## src/rtl/noc_input_buffer_if.sv

```systemverilog
// noc_input_buffer_if: link, routing-handshake and crossbar signals of one router input port
// The optional overflow flag exists only when NOC_INPUT_BUFFER_OVERFLOW_EN is defined.
interface noc_input_buffer_if #(
    parameter int FLIT_W = 16
);
    logic              rx;
    logic [FLIT_W-1:0] data_in;
    logic              credit_o;
    logic              h;
    logic              ack_h;
    logic              data_av;
    logic [FLIT_W-1:0] data_out;
    logic              data_ack;
    logic              sender;
`ifdef NOC_INPUT_BUFFER_OVERFLOW_EN
    logic              overflow;

    modport master (
        input  rx, data_in, ack_h, data_ack,
        output credit_o, h, data_av, data_out, sender, overflow
    );

    modport slave (
        output rx, data_in, ack_h, data_ack,
        input  credit_o, h, data_av, data_out, sender, overflow
    );
`else
    modport master (
        input  rx, data_in, ack_h, data_ack,
        output credit_o, h, data_av, data_out, sender
    );

    modport slave (
        output rx, data_in, ack_h, data_ack,
        input  credit_o, h, data_av, data_out, sender
    );
`endif
endinterface

```

## src/rtl/noc_input_buffer.sv

```systemverilog
// noc_input_buffer: credit-controlled flit FIFO that requests a route per packet and forwards it
// Optional sticky overflow flag enabled by defining NOC_INPUT_BUFFER_OVERFLOW_EN.
module noc_input_buffer #(
    parameter int FLIT_W = 16,
    parameter int DEPTH  = 8,
    parameter int PTR_W  = 3
) (
    input logic clock,
    input logic reset,
    noc_input_buffer_if.master bus
);
    typedef enum logic [2:0] {
        S_IDLE,
        S_REQ,
        S_HEADER,
        S_SIZE,
        S_PAYLOAD
    } state_t;

    localparam logic [PTR_W:0] FULL = (PTR_W+1)'(DEPTH);

    logic [FLIT_W-1:0] mem_q [DEPTH];
    logic [PTR_W-1:0]  wr_ptr_q, wr_ptr_d;
    logic [PTR_W-1:0]  rd_ptr_q, rd_ptr_d;
    logic [PTR_W:0]    count_q, count_d;
    state_t            state_q, state_d;
    logic              h_q, h_d;
    logic              sender_q, sender_d;
    logic [FLIT_W-1:0] rem_q, rem_d;
    logic              push;
    logic              pop;
    logic              in_pkt;

    assign bus.credit_o = count_q != FULL;
    assign push         = bus.rx && bus.credit_o;
    assign in_pkt       = state_q == S_HEADER || state_q == S_SIZE || state_q == S_PAYLOAD;
    assign bus.data_av  = in_pkt && count_q != '0;
    assign pop          = bus.data_av && bus.data_ack;
    assign bus.data_out = mem_q[rd_ptr_q];
    assign bus.h        = h_q;
    assign bus.sender   = sender_q;

    assign wr_ptr_d = wr_ptr_q + PTR_W'(push);
    assign rd_ptr_d = rd_ptr_q + PTR_W'(pop);
    assign count_d  = count_q + (PTR_W+1)'(push) - (PTR_W+1)'(pop);

    // Flit storage; contents need no reset because count gates every read
    always_ff @(posedge clock) begin
        if (push) mem_q[wr_ptr_q] <= bus.data_in;
    end

    // Packet sequencer: request the route for the head packet, then count it out
    always_comb begin
        state_d  = state_q;
        h_d      = h_q;
        sender_d = sender_q;
        rem_d    = rem_q;
        case (state_q)
            S_IDLE: begin
                if (count_q != '0) begin
                    h_d     = 1'b1;
                    state_d = S_REQ;
                end
            end
            S_REQ: begin
                if (bus.ack_h) begin
                    h_d      = 1'b0;
                    sender_d = 1'b1;
                    state_d  = S_HEADER;
                end
            end
            S_HEADER: begin
                if (pop) state_d = S_SIZE;
            end
            S_SIZE: begin
                if (pop) begin
                    rem_d    = bus.data_out;
                    sender_d = bus.data_out != '0;
                    state_d  = bus.data_out == '0 ? S_IDLE : S_PAYLOAD;
                end
            end
            S_PAYLOAD: begin
                if (pop) begin
                    rem_d = rem_q - FLIT_W'(1);
                    if (rem_q == FLIT_W'(1)) begin
                        sender_d = 1'b0;
                        state_d  = S_IDLE;
                    end
                end
            end
            default: state_d = S_IDLE;
        endcase
    end

    // Pointer, occupancy and sequencer registers
    always_ff @(posedge clock or negedge reset) begin
        if (!reset) begin
            wr_ptr_q <= '0;
            rd_ptr_q <= '0;
            count_q  <= '0;
            state_q  <= S_IDLE;
            h_q      <= 1'b0;
            sender_q <= 1'b0;
            rem_q    <= '0;
        end else begin
            wr_ptr_q <= wr_ptr_d;
            rd_ptr_q <= rd_ptr_d;
            count_q  <= count_d;
            state_q  <= state_d;
            h_q      <= h_d;
            sender_q <= sender_d;
            rem_q    <= rem_d;
        end
    end

`ifdef NOC_INPUT_BUFFER_OVERFLOW_EN
    logic overflow_q;

    assign bus.overflow = overflow_q;

    // Sticky record of any flit the neighbour sent while no credit was available
    always_ff @(posedge clock or negedge reset) begin
        if (!reset) overflow_q <= 1'b0;
        else        overflow_q <= overflow_q || (bus.rx && !bus.credit_o);
    end
`endif
endmodule

```

## src/flat_wrapper.sv

```systemverilog
// flat-port wrapper written by rule: the top's interface ports become plain ports
module noc_input_buffer_flat 
#(
    parameter int FLIT_W = 16,
    parameter int DEPTH  = 8,
    parameter int PTR_W  = 3
)
  (clock, reset, bus_rx, bus_data_in, bus_ack_h, bus_data_ack, bus_credit_o, bus_h, bus_data_av, bus_data_out, bus_sender);
  noc_input_buffer_if #(.FLIT_W(FLIT_W)) bus_i ();
  input logic clock;
  input logic reset;
  input wire logic [$bits(bus_i.rx)-1:0] bus_rx;
  input wire logic [$bits(bus_i.data_in)-1:0] bus_data_in;
  input wire logic [$bits(bus_i.ack_h)-1:0] bus_ack_h;
  input wire logic [$bits(bus_i.data_ack)-1:0] bus_data_ack;
  output wire logic [$bits(bus_i.credit_o)-1:0] bus_credit_o;
  output wire logic [$bits(bus_i.h)-1:0] bus_h;
  output wire logic [$bits(bus_i.data_av)-1:0] bus_data_av;
  output wire logic [$bits(bus_i.data_out)-1:0] bus_data_out;
  output wire logic [$bits(bus_i.sender)-1:0] bus_sender;
  assign bus_i.rx = bus_rx;
  assign bus_i.data_in = bus_data_in;
  assign bus_i.ack_h = bus_ack_h;
  assign bus_i.data_ack = bus_data_ack;
  assign bus_credit_o = bus_i.credit_o;
  assign bus_h = bus_i.h;
  assign bus_data_av = bus_i.data_av;
  assign bus_data_out = bus_i.data_out;
  assign bus_sender = bus_i.sender;
  noc_input_buffer #(.FLIT_W(FLIT_W), .DEPTH(DEPTH), .PTR_W(PTR_W)) u_core (.clock(clock), .reset(reset), .bus(bus_i));
endmodule
```

## config.mk

```make
export PLATFORM = sky130hd
export DESIGN_NAME = noc_input_buffer_flat
export DESIGN_NICKNAME = d
export VERILOG_FILES = /design/src/rtl/noc_input_buffer_if.sv /design/src/rtl/noc_input_buffer.sv /design/src/flat_wrapper.sv
export SDC_FILE = /design/constraint.sdc
export NUM_CORES = 1
export LEC_CHECK = 0
export BUFFER_PORTS_ARGS = -buffer_cell sky130_fd_sc_hd__buf_2
export CAP_MARGIN = 20
export CORE_MARGIN = 8
export CORE_UTILIZATION = 45
export CTS_CLUSTER_DIAMETER = 120
export DETAILED_ROUTE_END_ITERATION = 7
export PLACE_DENSITY_LB_ADDON = 0.12
export SYNTH_ARGS = -nofsm -noshare
export SYNTH_HDL_FRONTEND = slang
export SYNTH_SLANG_ARGS = --single-unit
```

## constraint.sdc

```tcl
create_clock -name clock -period 4 [get_ports clock]
set_clock_uncertainty 0.15 [all_clocks]
set_input_delay 0.8 -clock clock [delete_from_list [all_inputs] [get_ports clock]]
set_output_delay 0.8 -clock clock [all_outputs]
set_load 0.02 [all_outputs]
```

==> reports/metrics.csv, run 1 <==
stage;metric;value;unit
sta;Worst-Margin Slew;813;ps
floorplan;Die Ht;138;um
setup_path;crit start category;flip-flop;
synthesis;sequential fraction of the synthesis area;0.686;
floorplan;Die X;138;um
grt;grt ovf;0;
floorplan;IO Pins;41;
setup_path;worst setup path endpoint;bus_data_out[13];
drt;Vias/cell;5.73;
clock_network;CTS tree;yes;
sta;Rel. slew slack;0.458;
clock_network;Clk Latency, worst-skew pair;420;ps
drt;Total Wirelength;13.9;mm
cells_and_area;design area;0.00783;sq mm
placed_design;IO Port Bufs;40;
floorplan;starting density of the core;0.462;
setup_path;Crit path required time;3050;ps
cells_and_area;post-layout util;0.537;
setup_path;Slowest cell on crit path;dfrtp_2;
synthesis;Gate Count Post-Synth;410;
power;Cell Pwr Density;793;mW/mm^2
sta;final worst setup slack;538;ps
setup_path;Max stage delay on crit path;600;ps
run;MaxCap Viol Count;0;
clock_network;Clock Path Buffers;2;
sta;Tcrit/Tclk final;0.865;
cells_and_area;nets;502;
grt;gr usage total;0.151;
grt;largest net degree at the start of global routing;33;
setup_path;CP Depth;5;
power;switching fraction of total power;0.347;
synthesis;unique cell type count in the Yosys netlist;49;
placed_design;hpwl dp;8.99;mm
setup_path;CP arrival;2510;ps
power;Int Pwr;4.06;mW
clock_network;Num Clock Sinks;159;
power;combinational group share of total power;0.339;
setup_path;cell family contributing the most delay on the critical path;multiplexers;
synthesis;#FFs+latches synth;159;
synthesis;Mapped Area;0.00674;sq mm
power;VDD IR max;427;uV
grt;first-pass GRT wire length;22.1;mm
clock_network;cts hold-fix bufs;0;
synthesis;EDFF count, synth;128;
drt;Pre-antenna DRT Iters;5;
sta;Fin Setup TNS;0;ps
min_path;Hold/Removal Path Class;in2async;
power;final total power;6.21;mW
drt;Post-route DRC;0;
floorplan;area of the die;0.0191;sq mm
setup_path;crit path buf inv count;3;
sta;minimum clock period;3460;ps
grt;initial antenna violation count;0;
cells_and_area;Syn-to-layout area delta;16.3;%
drt;post-route ant nets;0;
floorplan;core area;0.0146;sq mm
status;status;finished clean;
clock_network;post-cts resize count;0;
power;Static Leak;2.83;nW
setup_path;capturing point of the worst reg2reg path;u_core.bus.sender;
setup_path;Setup Crit Path Kind;reg2out;
setup_path;Reg2Reg Launch Point;u_core.rd_ptr_q[2];
cells_and_area;commonest non-fill, non-tap cell in the layout;edfxtp_1;
sta;max-slew violations;0;
drt;WL/cell;20.8;um
sta;Setup Viol. Count Final;0;
setup_path;crit path capture type;primary output;
setup_path;flop-to-flop setup slack;1050;ps
synthesis;ys flop type;edfxtp_1;
synthesis;FFs w/ async S/R, synth;0.195;
sta;endpoints failing hold;0;
clock_network;CTS Buf Count;17;
sta;Achievable Freq;0.289;GHz
synthesis;Synth Warn #;0;
drt;initial DRC count;194;
floorplan;cell row count;44;
clock_network;# Post-CTS Setup Buffers;0;
setup_path;crit-path max FO;18;
clock_network;CTS Root Cell;clkbuf_16;
cells_and_area;share of cells above drive strength 1;0.270;
cells_and_area;n_diodes;0;
clock_network;clk slew on worst S/H paths;60;ps
grt;vias in the first global route;3945;
setup_path;worst reg2reg path depth;6;
clock_network;H-tree Lvls;4;
power;Clock Power Share;0.265;
setup_path;Worst Setup SP;u_core.rd_ptr_q[0];
synthesis;Avg Synthesized Cell Area;16.4;sq um
power;sequential share of power;0.396;
power;switching power;2.16;mW
drt;DR vias;3812;
synthesis;Mapped Nets;444;
setup_path;worst-path cell chain;buf_12 -> mux4_2 -> mux2i_1 -> inv_1 -> buf_2;
placed_design;Final Wtd Congestion;0.770;
cells_and_area;most frequent cells in the layout;edfxtp_1, buf_2, mux4_2;
sta;RSZ-0062 raised after global routing;false;
placed_design;Placement Cell Area;0.00723;sq mm
placed_design;DP Worst Slack;968;ps
==> per-stage QoR <==
stage               instances  hold slack (ps)
floorplan                 410              327
global placement          633              362
detailed placement        633              365
CTS                       665              322
global route              665              351
finish                    665              300
==> synthesized netlist by cell type, types with 7 or more instances <==
| cell type | n | area (sq um) |
|---|---|---|
| inv_1 | 24 | 90.1 |
| dfrtp_1 | 31 | 776 |
| nand2_1 | 19 | 71.3 |
| ha_1 | 12 | 150 |
| edfxtp_1 | 128 | 3840 |
| clkbuf_1 | 9 | 33.8 |
| o21ai_0 | 16 | 80.1 |
| mux2i_1 | 14 | 140 |
| mux4_2 | 31 | 698 |
| a21oi_1 | 19 | 95.1 |
| nor2_1 | 16 | 60.1 |
| nor3_1 | 7 | 35.0 |
==> logic make-up (layout without fill, tap and decap cells) <==
family | count (synthesis) | count (layout) | synth area share
AO/OA/AOI/OAI | 65 | 65 | 0.0615
flip-flops | 159 | 159 | 0.686
AND/OR/NAND/NOR | 77 | 77 | 0.0617
multiplexers | 50 | 50 | 0.133
buffers and inverters | 42 | 113 | 0.0280
adder cells (fa/ha/maj) | 13 | 13 | 0.0253
XOR/XNOR | 4 | 4 | 0.00520
==> how the worst min path moves through the flow <==
stage | startpoint | endpoint | slack (ps) | cells after the start
6_report | reset | u_core.state_q[1] | 300 | 1
5_1_grt | reset | u_core.state_q[1] | 350 | 1
4_1_cts | reset | u_core.count_q[2] | 320 | 1
3_5_place_dp | u_core.rem_q[11] | u_core.rem_q[11] | 360 | 1
3_3_place_gp | u_core.wr_ptr_q[0] | u_core.wr_ptr_q[0] | 360 | 1
2_1_floorplan | u_core.rd_ptr_q[1] | u_core.rd_ptr_q[1] | 330 | 1
==> layer usage <==
metal | GRT usage | share of wire
met1 | 0.190 | 0.44
met2 | 0.233 | 0.48
met3 | 0.0459 | 0.059
met4 | 0.0732 | 0.026
met5 | 0 | 0
==> worst reg2reg max path, delay by kind of cell (launching register included) <==
| kind | cells | cell delay [ps] |
|---|---|---|
| buffers and inverters | 1 | 360 |
| AND/OR/NAND/NOR | 2 | 820 |
| AO/OA/AOI/OAI | 1 | 140 |
| multiplexers | 2 | 680 |
| flip-flops | 1 | 660 |
==> final cells by class <==
| cell class | instances | area [sq um] |
|---|---|---|
| inverters | 24 | 90.1 |
| flip-flops and latches | 159 | 4620 |
| clock buffers | 18 | 429 |
| well taps | 184 | 230 |
| repair buffers | 57 | 340 |
| fillers | 1183 | 6760 |
| multi-input cells | 209 | 1940 |
| clock inverters | 14 | 179 |
==> sequential cells by signal (all words and copies together) (netlist names) <==
signal and flops:
u_core.wr_ptr_q 3, u_core.bus.h 1, u_core.state_q 3, u_core.mem_q 128, u_core.bus.sender 1, u_core.count_q 4
u_core.rd_ptr_q 3, u_core.rem_q 16
==> power by group through the flow <==
stage	logic (mW)	clock network, mW	registers (mW)
after floorplan	1.58	0	2.33
final	2.11	1.65	2.46
after detailed placement	2.14	0	2.49
after global routing	2.31	1.74	2.51
after global placement	2.09	0	2.48
after CTS	2.14	1.68	2.46
Note: power is estimated with default switching activity, not from simulation.
==> run 2, diff against run 1 <==
PLACE_DENSITY = 0.62   (was not set)
PLACE_DENSITY_LB_ADDON = not set   (was 0.12)
==> reports/metrics.csv, run 2 (synthesis gave the netlist of run 1 again) <==
stage;metric;value;unit
clock_network;cts hold-fix bufs;0;
setup_path;worst reg2reg path depth;6;
clock_network;post-cts resize count;0;
clock_network;Clock Path Buffers;2;
sta;max-slew violations;0;
drt;Vias/cell;5.69;
sta;Fin Setup TNS;0;ps
cells_and_area;post-layout util;0.532;
floorplan;area of the die;0.0191;sq mm
drt;Post-route DRC;0;
grt;initial antenna violation count;1;
sta;Setup Viol. Count Final;0;
floorplan;core area;0.0146;sq mm
floorplan;IO Pins;41;
sta;Worst-Margin Slew;767;ps
grt;first-pass GRT wire length;20.9;mm
cells_and_area;Top Registers;u_core.mem_q (128), u_core.rem_q (16), u_core.count_q (4);
drt;initial DRC count;225;
power;Static Leak;2.80;nW
drt;uppermost layer routed;met5;
sta;minimum clock period;3470;ps
setup_path;Reg2Reg Launch Point;u_core.rd_ptr_q[0];
sta;Achievable Freq;0.288;GHz
setup_path;flop-to-flop setup slack;1100;ps
run;MaxCap Viol Count;0;
placed_design;IO Port Bufs;40;
floorplan;cell row count;44;
clock_network;CTS Root Cell;clkbuf_16;
power;VDD IR max;372;uV
clock_network;CTS Buf Count;17;
drt;WL/cell;20.4;um
drt;Total Wirelength;13.5;mm
cells_and_area;Largest Register;u_core.mem_q;
cells_and_area;most frequent cells in the layout;edfxtp_1, buf_2, mux4_2;
grt;largest net degree at the start of global routing;33;
floorplan;Die X;138;um
status;status;finished clean;
power;Cell Pwr Density;784;mW/mm^2
cells_and_area;commonest non-fill, non-tap cell in the layout;edfxtp_1;
clock_network;clk slew on worst S/H paths;60;ps
placed_design;Final Wtd Congestion;0.785;
floorplan;Die Ht;138;um
clock_network;Clk Latency, worst-skew pair;430;ps
sta;Min Hold Slack;290;ps
setup_path;crit-path max FO;22;
cells_and_area;Syn-to-layout area delta;15.2;%
placed_design;hpwl dp;8.55;mm
clock_network;CTS tree;yes;
setup_path;capturing point of the worst reg2reg path;u_core.bus.sender;
setup_path;CP arrival;2520;ps
placed_design;Placed Instances;629;
cells_and_area;max reg flops;128;
power;final total power;6.08;mW
cells_and_area;nets;498;
grt;grt ovf;0;
drt;met2 wire length;6.51;mm
clock_network;# Post-CTS Setup Buffers;0;
sta;Tcrit/Tclk final;0.869;
sta;RSZ-0062 raised after global routing;false;
setup_path;Crit path required time;3050;ps
grt;vias in the first global route;3739;
floorplan;starting density of the core;0.462;
clock_network;H-tree Lvls;4;
cells_and_area;n_diodes;0;
drt;wl on met1;6.03;mm
min_path;Hold/Removal Path Class;in2async;
sta;Rel. slew slack;0.484;
cells_and_area;share of cells above drive strength 1;0.260;
drt;Pre-antenna DRT Iters;4;
clock_network;Num Clock Sinks;159;
setup_path;Setup Crit Path Kind;reg2out;
drt;DR vias;3758;
grt;gr usage total;0.143;
drt;post-route ant nets;0;
cells_and_area;Non-Filler Instances;661;
drt;met3 wire len;685;um
sta;endpoints failing hold;0;
setup_path;crit start category;flip-flop;
setup_path;crit path capture type;primary output;
## run 2: report_power, final
| group | internal (mW) | switching [mW] | total, mW | leakage [nW] |
|---|---|---|---|---|
| combinational | 0.889 | 1.20 | 2.09 | 0.997 |
| clock | 0.920 | 0.645 | 1.56 | 0.274 |
| sequential | 2.15 | 0.279 | 2.43 | 1.53 |
## run 2: worst max-delay path by stage
stage                            start                  to  slack [ps]  cells after the start
finish              u_core.rd_ptr_q[0]    bus_data_out[11]         530                      5
global route        u_core.rd_ptr_q[0]    bus_data_out[13]         350                      5
CTS                 u_core.rd_ptr_q[0]    bus_data_out[13]         460                      5
detailed placement  u_core.rd_ptr_q[0]    bus_data_out[13]         920                      5
global placement    u_core.rd_ptr_q[0]    bus_data_out[13]         920                      5
floorplan                       bus_rx  u_core.mem_q[0][0]        1230                      3
## run 2: through the flow
step           worst slack, ps  instance area (sq um)
6_report                   526                   7760
5_1_grt                    347                   7760
4_1_cts                    460                   7760
3_5_place_dp               920                   7200
3_3_place_gp               924                   7200
2_1_floorplan             1230                   6740
## run 2: layout make-up
cell class	instances	area, sq um
tap	184	230
timing repair buffer	53	310
multi-input combinational	209	1940
clock inverter	13	136
inverter	24	90.1
fill	1198	6820
clock buffer	19	433
sequential	159	4620
## run 2: critical path: stages (launching register included)
cell and delay (ps):
dfrtp_2 640, buf_12 280, mux4_2 520, mux2i_1 360, inv_1 110, buf_2 180
## run 2: layer usage
layer | vias up | global-route usage
li1 | 1721 | -
met1 | 1920 | 0.179
met2 | 93 | 0.221
met3 | 22 | 0.0466
met4 | 2 | 0.0635
met5 | - | 0
==> run 3, diff against run 2 <==
MAX_ROUTING_LAYER = met4   (was not set)
==> reports/metrics.csv, run 3 (synthesis gave the netlist of run 1 again) <==
stage;metric;value;unit
status;status;finished clean;
cells_and_area;Layout fillers;1199;
clock_network;H-tree Lvls;4;
sta;endpoints failing hold;0;
grt;first-pass GRT wire length;20.9;mm
clock_network;CTS Buf Count;17;
setup_path;crit start category;flip-flop;
setup_path;CP arrival;2500;ps
sta;Min Hold Slack;299;ps
cells_and_area;Non-Filler Instances;662;
sta;Tcrit/Tclk final;0.862;
sta;Rel. slew slack;0.483;
drt;DR vias;3724;
setup_path;crit path capture type;primary output;
clock_network;CTS Root Cell;clkbuf_16;
drt;Pre-antenna DRT Iters;5;
sta;Achievable Freq;0.290;GHz
clock_network;post-cts resize count;0;
setup_path;Crit path required time;3050;ps
grt;vias in the first global route;3748;
setup_path;Setup Crit Path Kind;reg2out;
min_path;Hold/Removal Path Class;in2async;
clock_network;# Post-CTS Setup Buffers;0;
sta;Worst-Margin Slew;768;ps
floorplan;Die Ht;138;um
clock_network;clk slew on worst S/H paths;60;ps
power;VDD IR max;368;uV
grt;gr usage total;0.147;
sta;max-slew violations;0;
setup_path;capturing point of the worst reg2reg path;u_core.bus.sender;
power;Cell Pwr Density;782;mW/mm^2
placed_design;Placed Instances;629;
cells_and_area;design area;0.00777;sq mm
cells_and_area;Syn-to-layout area delta;15.3;%
drt;WL/cell;20.2;um
sta;Fin Setup TNS;0;ps
placed_design;Final Wtd Congestion;0.796;
cells_and_area;max reg flops;128;
floorplan;core area;0.0146;sq mm
cells_and_area;most frequent cells in the layout;edfxtp_1, buf_2, mux4_2;
floorplan;starting density of the core;0.462;
sta;Setup Viol. Count Final;0;
floorplan;area of the die;0.0191;sq mm
cells_and_area;FF/Latch Area;0.00462;sq mm
clock_network;Clk Latency, worst-skew pair;420;ps
run;MaxCap Viol Count;0;
setup_path;flop-to-flop setup slack;1100;ps
cells_and_area;nets;498;
setup_path;crit-path max FO;22;
placed_design;hpwl dp;8.55;mm
setup_path;Reg2Reg Launch Point;u_core.rd_ptr_q[0];
grt;largest net degree at the start of global routing;33;
clock_network;cts hold-fix bufs;0;
drt;Post-route DRC;0;
power;Static Leak;2.80;nW
cells_and_area;Top Registers;u_core.mem_q (128), u_core.rem_q (16), u_core.count_q (4);
floorplan;Die X;138;um
sta;minimum clock period;3450;ps
clock_network;Num Clock Sinks;159;
cells_and_area;commonest non-fill, non-tap cell in the layout;edfxtp_1;
clock_network;Clock Path Buffers;2;
drt;post-route ant nets;0;
cells_and_area;share of cells above drive strength 1;0.260;
cells_and_area;Largest Register;u_core.mem_q;
floorplan;IO Pins;41;
grt;initial antenna violation count;1;
sta;RSZ-0062 raised after global routing;false;
drt;initial DRC count;233;
floorplan;cell row count;44;
placed_design;IO Port Bufs;40;
grt;grt ovf;0;
clock_network;CTS tree;yes;
cells_and_area;multi-input logic area;0.00194;sq mm
setup_path;worst reg2reg path depth;6;
drt;Vias/cell;5.63;
placed_design;Placement Cell Area;0.00720;sq mm
drt;Total Wirelength;13.4;mm
cells_and_area;post-layout util;0.532;
-- run 3: cell count changes in the layout (fill, tap and decap cells not counted) --
| cell | previous run | this run |
|---|---|---|
| diode_2 | 0 | 1 |
-- run 3: critical path, cell delays in order, from the launching register on --
cell,delay [ps]
dfrtp_2,640
buf_12,280
mux4_2,520
mux2i_1,320
inv_1,120
buf_2,180
-- run 3: cell type report --
cell class,instances,area share
Sequential cell,159,0.595
Multi-Input combinational cell,209,0.250
Clock buffer,19,0.0557
Timing Repair Buffer,53,0.0399
Tap cell,184,0.0296
Clock inverter,13,0.0176
Inverter,24,0.0116
Antenna cell,1,0.000322
-- run 3: per-stage QoR --
step	total power, mW	worst slack (ps)
after global placement	4.53	924
after detailed placement	4.59	920
final	6.07	552
after CTS	6.15	460
after floorplan	3.92	1230
after global routing	6.42	349
-- run 3: how the worst max path moves through the flow --
stage	start	end	slack (ps)	cells past startpoint
final	u_core.rd_ptr_q[0]	bus_data_out[9]	550	5
after global placement	u_core.rd_ptr_q[0]	bus_data_out[13]	920	5
after global routing	u_core.rd_ptr_q[0]	bus_data_out[13]	350	5
after CTS	u_core.rd_ptr_q[0]	bus_data_out[13]	460	5
after detailed placement	u_core.rd_ptr_q[0]	bus_data_out[13]	920	5
after floorplan	bus_rx	u_core.mem_q[0][0]	1230	3
-- run 3: report_power, final --
part | internal, mW | total [mW] | switching, mW
Sequential | 2.15 | 2.43 | 0.279
Combinational | 0.889 | 2.08 | 1.19
Clock | 0.920 | 1.56 | 0.639
-- run 3: routing by layer --
layer,wire [um],vias up,GRT usage
met3,751,14,0.0435
met2,6500,91,0.221
met5,0,-,-
li1,-,1728,-
met4,191,0,0.0669
met1,5920,1891,0.179
